[src/rtl/div_pkg.sv]
// Shared definitions for the sequential divider: default widths, FSM encoding,
// and the iteration-counter width.
package div_pkg;

  localparam int DEF_DIVIDEND_W = 16;
  localparam int DEF_DIVISOR_W  = 8;
  localparam int DEF_CNT_W      = $clog2(DEF_DIVIDEND_W);

  typedef enum logic [1:0] {
    ST_IDLE = 2'd0,
    ST_CALC = 2'd1,
    ST_DONE = 2'd2
  } state_t;

endpackage

[src/rtl/seq_divider_16x8_if.sv]
// Operand/result bundle between a requester and the sequential divider.
// start/operands flow to the divider; busy/done/results flow back.
interface seq_divider_16x8_if import div_pkg::*; #(
  parameter int DIVIDEND_W = DEF_DIVIDEND_W,
  parameter int DIVISOR_W  = DEF_DIVISOR_W
);

  logic                  start;
  logic [DIVIDEND_W-1:0] dividend;
  logic [DIVISOR_W-1:0]  divisor;
  logic                  busy;
  logic                  done;
  logic [DIVIDEND_W-1:0] quotient;
  logic [DIVISOR_W-1:0]  remainder;
  logic                  div_by_zero;

  modport master (
    output start, dividend, divisor,
    input  busy, done, quotient, remainder, div_by_zero
  );

  modport slave (
    input  start, dividend, divisor,
    output busy, done, quotient, remainder, div_by_zero
  );

endinterface

[src/rtl/div_step.sv]
// One restoring-division iteration: shift in the next dividend bit, compare/subtract.
// Purely combinational; no state, no backpressure.
module div_step #(
  parameter int DIVISOR_W = 8
) (
  input  logic [DIVISOR_W-1:0] i_r,
  input  logic                 i_q_msb,
  input  logic [DIVISOR_W-1:0] i_d,
  output logic [DIVISOR_W-1:0] o_r,
  output logic                 o_q_bit
);

  logic [DIVISOR_W:0] w_t;
  logic [DIVISOR_W:0] w_diff;

  assign w_t    = {i_r, i_q_msb};
  assign w_diff = w_t - {1'b0, i_d};

  // T <= 2*D-1, so T-D lies in [-D, D-1]: the top bit of the wide difference is
  // set exactly when the subtraction would borrow.
  assign o_q_bit = ~w_diff[DIVISOR_W];
  assign o_r     = o_q_bit ? w_diff[DIVISOR_W-1:0] : w_t[DIVISOR_W-1:0];

endmodule

[src/rtl/seq_divider_16x8.sv]
// Sequential restoring divider, one quotient bit per clock; done pulses DIVIDEND_W+1
// clocks after an accepted start (1 clock for divide-by-zero); start ignored while busy.
module seq_divider_16x8 import div_pkg::*; #(
  parameter int DIVIDEND_W = DEF_DIVIDEND_W,
  parameter int DIVISOR_W  = DEF_DIVISOR_W
) (
  input  logic                   clk,
  input  logic                   reset,
  seq_divider_16x8_if.slave      div_if
);

  localparam int CNT_W = $clog2(DIVIDEND_W);

  state_t                r_state;
  logic [CNT_W-1:0]      r_cnt;
  logic [DIVIDEND_W-1:0] r_q;
  logic [DIVISOR_W-1:0]  r_r;
  logic [DIVISOR_W-1:0]  r_d;
  logic                  r_busy;
  logic                  r_done;
  logic [DIVIDEND_W-1:0] r_quot;
  logic [DIVISOR_W-1:0]  r_rem;
  logic                  r_dbz;

  logic [DIVISOR_W-1:0]  w_r_next;
  logic                  w_q_bit;

  // Partial remainder is kept at DIVISOR_W bits because it always stays below D;
  // the extra compare bit lives inside the step.
  div_step #(
    .DIVISOR_W (DIVISOR_W)
  ) u_step (
    .i_r     (r_r),
    .i_q_msb (r_q[DIVIDEND_W-1]),
    .i_d     (r_d),
    .o_r     (w_r_next),
    .o_q_bit (w_q_bit)
  );

  always_ff @(posedge clk) begin
    if (reset) begin
      r_state <= ST_IDLE;
      r_cnt   <= '0;
      r_q     <= '0;
      r_r     <= '0;
      r_d     <= '0;
      r_busy  <= 1'b0;
      r_done  <= 1'b0;
      r_quot  <= '0;
      r_rem   <= '0;
      r_dbz   <= 1'b0;
    end else begin
      case (r_state)
        ST_IDLE: begin
          r_done <= 1'b0;
          if (div_if.start) begin
            if (div_if.divisor != '0) begin
              r_state <= ST_CALC;
              r_q     <= div_if.dividend;
              r_r     <= '0;
              r_d     <= div_if.divisor;
              r_cnt   <= CNT_W'(DIVIDEND_W - 1);
              r_busy  <= 1'b1;
            end else begin
              r_state <= ST_DONE;
              r_quot  <= '1;
              r_rem   <= div_if.dividend[DIVISOR_W-1:0];
              r_dbz   <= 1'b1;
            end
          end
        end

        ST_CALC: begin
          r_q   <= {r_q[DIVIDEND_W-2:0], w_q_bit};
          r_r   <= w_r_next;
          r_cnt <= r_cnt - CNT_W'(1);
          if (r_cnt == '0) begin
            r_state <= ST_DONE;
            r_busy  <= 1'b0;
            r_quot  <= {r_q[DIVIDEND_W-2:0], w_q_bit};
            r_rem   <= w_r_next;
            r_dbz   <= 1'b0;
          end
        end

        ST_DONE: begin
          r_done  <= 1'b1;
          r_state <= ST_IDLE;
        end

        default: begin
          r_state <= ST_IDLE;
          r_busy  <= 1'b0;
          r_done  <= 1'b0;
        end
      endcase
    end
  end

  assign div_if.busy        = r_busy;
  assign div_if.done        = r_done;
  assign div_if.quotient    = r_quot;
  assign div_if.remainder   = r_rem;
  assign div_if.div_by_zero = r_dbz;

  a_busy_done_excl: assert property (@(posedge clk) disable iff (reset) !(r_busy && r_done));
  a_done_one_cycle: assert property (@(posedge clk) disable iff (reset) r_done |=> !r_done);

endmodule

[src/flat_wrapper.sv]
// flat-port wrapper written by rule: the top's interface ports become plain ports
module seq_divider_16x8_flat import div_pkg::*;
#(
  parameter int DIVIDEND_W = DEF_DIVIDEND_W,
  parameter int DIVISOR_W  = DEF_DIVISOR_W
)
  (clk, reset, div_if_start, div_if_dividend, div_if_divisor, div_if_busy, div_if_done, div_if_quotient, div_if_remainder, div_if_div_by_zero);
  seq_divider_16x8_if #(.DIVIDEND_W(DIVIDEND_W), .DIVISOR_W(DIVISOR_W)) div_if_i ();
  input  logic clk;
  input  logic reset;
  input wire logic [$bits(div_if_i.start)-1:0] div_if_start;
  input wire logic [$bits(div_if_i.dividend)-1:0] div_if_dividend;
  input wire logic [$bits(div_if_i.divisor)-1:0] div_if_divisor;
  output wire logic [$bits(div_if_i.busy)-1:0] div_if_busy;
  output wire logic [$bits(div_if_i.done)-1:0] div_if_done;
  output wire logic [$bits(div_if_i.quotient)-1:0] div_if_quotient;
  output wire logic [$bits(div_if_i.remainder)-1:0] div_if_remainder;
  output wire logic [$bits(div_if_i.div_by_zero)-1:0] div_if_div_by_zero;
  assign div_if_i.start = div_if_start;
  assign div_if_i.dividend = div_if_dividend;
  assign div_if_i.divisor = div_if_divisor;
  assign div_if_busy = div_if_i.busy;
  assign div_if_done = div_if_i.done;
  assign div_if_quotient = div_if_i.quotient;
  assign div_if_remainder = div_if_i.remainder;
  assign div_if_div_by_zero = div_if_i.div_by_zero;
  seq_divider_16x8 #(.DIVIDEND_W(DIVIDEND_W), .DIVISOR_W(DIVISOR_W)) u_core (.clk(clk), .reset(reset), .div_if(div_if_i));
endmodule
[config.mk]
export PLATFORM = sky130hd
export DESIGN_NAME = seq_divider_16x8_flat
export DESIGN_NICKNAME = d
export VERILOG_FILES = /design/src/rtl/div_pkg.sv /design/src/rtl/seq_divider_16x8_if.sv /design/src/rtl/div_step.sv /design/src/rtl/seq_divider_16x8.sv /design/src/flat_wrapper.sv
export SDC_FILE = /design/constraint.sdc
export NUM_CORES = 1
export LEC_CHECK = 0
export ABC_AREA = 1
export BUFFER_PORTS_ARGS = -buffer_cell sky130_fd_sc_hd__buf_2
export CORE_AREA = 2 2 79 81
export CTS_CLUSTER_SIZE = 16
export DETAILED_ROUTE_END_ITERATION = 12
export DIE_AREA = 0 0 81 83
export PLACE_DENSITY_LB_ADDON = 0.05
export SLEW_MARGIN = 20
export SYNTH_ARGS = -nofsm -noshare
export SYNTH_HDL_FRONTEND = slang
export SYNTH_SLANG_ARGS = --single-unit
export TNS_END_PERCENT = 10
[constraint.sdc]
create_clock -name clk -period 3 [get_ports clk]
set_clock_uncertainty 0.15 [all_clocks]
set_input_delay 0.15 -clock clk [delete_from_list [all_inputs] [get_ports clk]]
set_output_delay 0.15 -clock clk [all_outputs]
set_load 0.03 [all_outputs]
==> impl_metrics.py <==
metrics = {
    "status": {
        "status": "complete, no violations",
    },
    "critical_path": {
        "reg2reg_to": "u_core.div_if.quotient[1]$_SDFFE_PP0P_",
        "cp_max_fo": 37,
        "critPathLaunch": "u_core.r_state[1]$_SDFFE_PP0P_",
        "worst-path-buf-inv": 2,
        "reg2reg_slack_ns": 0.68,
        "crit_path_start_kind": "register",
        "path_cells": "inv_2, nand2_4, inv_4, o21ai_4, nand2_2, nor2_4, o21ai_0, a21oi_1",
        "critical-path-top-delay-family": "simple AND/OR/NAND/NOR gates",
        "cp.depth": 8,
        "endpoint": "u_core.div_if.quotient[1]$_SDFFE_PP0P_",
        "endpoint_kind": "register",
        "worstPathRequired_ns": 3.10,
        "crit_path_max_incr_delay_ns": 0.53,
        "crit_type": "reg2reg",
        "crit_arrival_ns": 2.42,
        "slowest_stage": "nor2_4",
        "r2r_start": "u_core.r_state[1]$_SDFFE_PP0P_",
        "reg2reg_depth": 8,
    },
    "place": {
        "place.gp.congestion": 0.8164,
        "io_buffers": 53,
        "hpwl_um": 5241,
        "pre_cts_ws_ns": 0.6642,
        "placed_cell_area_mm2": 0.003482,
        "placed_cells": 565,
    },
    "clock_tree": {
        "numCtsBuffers": 9,
        "cts_setup_buffers": 0,
        "cts_resized": 0,
        "clkTransAtPathRegs_ns": 0.07,
        "clock_path_buffers": 2,
        "clock-root-buffer": "clkbuf_8",
        "cts.sinks": 65,
        "ctsHoldBuffers": 14,
        "cts_tree": "yes",
        "cts_htree_levels": 3,
        "clock_latency_ns": 0.33,
    },
    "cells_and_area": {
        "area_growth_pct": 17.38,
        "fin_area_mm2": 0.003785,
        "final_nets": 552,
        "antenna_cells": 0,
        "instances_no_fill": 594,
        "drive_gt1_share_pct": 16.57,
    },
    "routing": {
        "first_pass_iters": 5,
        "wl_per_cell_um": 12.84,
        "totalWireLength_um": 7629,
        "num_vias": 3079,
        "ant_nets": 0,
        "viasPerCell": 5.184,
        "drt_iter0_drc": 190,
        "route.detailed.drc": 0,
    },
    "floorplanning": {
        "core_area_mm2": 0.005816,
        "pin_count": 54,
        "num_rows": 28,
        "die_h_um": 83,
        "die_area_mm2": 0.006723,
        "die_w_um": 81,
        "start_util_pct": 55.44,
    },
    "timing": {
        "setup_violations": 0,
        "maxSlewViolCount": 0,
        "worstMarginPinSlew_ns": 0.6772,
        "fin_crit_sh_pct": 77.29,
        "max_freq_mhz": 431.3,
        "fin_hold_ws_ns": 0.01729,
        "fin_crit_ns": 2.319,
        "rsz0062_at_grt": "false",
        "layout_setup_ws_ns": 0.6812,
        "fin_tns_setup_ns": 0,
        "final_hold_viol_count": 0,
        "maxSlewHeadroom_pct": 54.74,
    },
    "yosys": {
        "synth_top_family_by_area": "simple AND/OR/NAND/NOR gates",
        "syn-cell-area_mm2": 0.003224,
        "yosys_most_used_dff": "dfxtp_1",
        "syn-instance-count": 455,
        "yosysSeqAreaShare_pct": 40.36,
        "syn_nets": 492,
        "synth-edff-count": 0,
        "avgSynthCellArea_um2": 7.086,
        "synthAdderAreaFrac_pct": 4.113,
        "synth_compound_area_share_pct": 17.31,
        "yosysWarningCount": 0,
        "synth.mux.area_fraction_pct": 0,
        "ys_ff_latch": 65,
        "synthXorXnorAreaFrac_pct": 0.8149,
        "synth-simple-area-share_pct": 26.85,
        "async_reset_ff_share_pct": 0,
        "ys_types": 34,
    },
    "grt": {
        "grt_pass1_vias": 2839,
        "grt_use_met1_pct": 31.19,
        "grt_pass1_wl_um": 12880,
        "antenna_found_initial": 0,
        "grt_most_used_layer": "met2",
        "gr-usage-met3_pct": 3.804,
        "grt-ovfl-total": 0,
        "grt_use_met2_pct": 39.14,
        "grt_usage_pct": 24.27,
        "grt_max_degree": 44,
    },
    "worst_hold_path": {
        "hold_path_class": "in2reg",
    },
    "pwr": {
        "p_int_uw": 1557,
        "seqPwrFrac_pct": 42.3,
        "comb_power_share_pct": 32.0,
        "vdd_drop_max_mv": 0.3748,
        "swShare_pct": 37.28,
        "p_leak_uw": 0.001954,
        "power_density_mw_per_mm2": 655.8,
        "p_switching_uw": 925.3,
        "power_frac_clock_pct": 25.7,
    },
    "job": {
        "max-cap-violations": 0,
    },
}
## sequential cells by signal (all words and copies together) (netlist names)
name,cells
u_core.div_if.remainder,8
u_core.div_if.div_by_zero,1
u_core.div_if.done,1
u_core.r_cnt,4
u_core.r_q,16
u_core.r_d,8
u_core.r_state,2
u_core.div_if.quotient,16
u_core.r_r,8
u_core.div_if.busy,1
## placed cells by master, fill, tap and decap left out, types with 10 or more instances in the layout
master         instances
a21oi_1               31
buf_2                 53
clkbuf_8              10
dfxtp_1               65
dlygate4sd3_1         14
inv_1                 57
nand2_1               92
nand3_1               44
nor2_1                53
o21ai_0               41
## power groups by stage
stage          clock [uW]  combinational, uW  sequential [uW]
2_1_floorplan           0                514             1160
3_3_place_gp            0                762             1060
3_5_place_dp            0                777             1070
4_1_cts               651                795             1050
5_1_grt               693                892             1060
6_report              638                793             1050
## synth_stat cells, types with 2 or more instances
cell | count | area [um2]
nor2_4 | 2 | 22.52
buf_2 | 3 | 15.01
buf_6 | 3 | 33.78
clkbuf_1 | 9 | 33.78
xor2_1 | 2 | 17.52
o211a_1 | 7 | 70.07
nand3_1 | 44 | 220.2
inv_2 | 2 | 7.510
o21ai_0 | 41 | 205.2
buf_4 | 3 | 22.52
inv_1 | 58 | 217.7
nand2_1 | 92 | 345.3
ha_1 | 9 | 112.6
o21ai_1 | 2 | 10.01
a31oi_1 | 9 | 56.30
dfxtp_1 | 65 | 1301
a21oi_1 | 31 | 155.2
nand2_2 | 4 | 25.02
or2_2 | 2 | 12.51
nor2_1 | 53 | 198.9
## metrics by stage
stage	power (uW)	util (%)
floorplan	1672	-
global placement	1827	59.88
detailed placement	1844	59.88
CTS	2495	65.08
global route	2649	65.08
finish	2482	65.08
## cell type report
class	count	area [um2]
well taps	75	93.84
multi-input cells	310	1583
fillers	562	2031
clock inverters	3	17.52
inverters	61	231.5
repair buffers	68	412.9
flip-flops and latches	65	1301
clock buffers	12	145.1
## how the worst min path moves through the flow
stage | start | depth (start not counted) | slack, ns | end
2_1_floorplan | div_if_divisor[0] | 2 | 0.13 | u_core.r_d[0]$_SDFFE_PP0P_
3_3_place_gp | div_if_divisor[0] | 3 | 0.25 | u_core.r_d[0]$_SDFFE_PP0P_
3_5_place_dp | div_if_divisor[0] | 3 | 0.26 | u_core.r_d[0]$_SDFFE_PP0P_
4_1_cts | div_if_dividend[4] | 3 | 0.01 | u_core.r_q[4]$_SDFFE_PP0P_
5_1_grt | div_if_divisor[2] | 3 | 0.03 | u_core.r_d[2]$_SDFFE_PP0P_
6_report | div_if_divisor[2] | 3 | 0.02 | u_core.r_d[2]$_SDFFE_PP0P_
## cells by family after synthesis
| kind of cell | Yosys count |
|---|---|
| simple gates | 202 |
| flops | 65 |
| buf+inv | 80 |
| fa+ha+maj | 10 |
| xor+xnor | 3 |
| compound gates | 95 |
## routing by layer
layer  share of wire (%)  routed length [um]  up-vias
met5                   0                   0        -
met4                 2.2                 167        0
met3                 3.9                 294       16
met2                  48                3685       80
met1                  46                3481     1387
li1                    -                   -     1596
## worst register-to-register path: cells and delay by family (launching register included)
family	cells	cell delay, ns
buffers and inverters	2	0.31
and+or+nand+nor	3	0.86
DFF	1	0.39
AOI/OAI and AO/OA	3	0.54
Power figures use the tool's default switching activity.
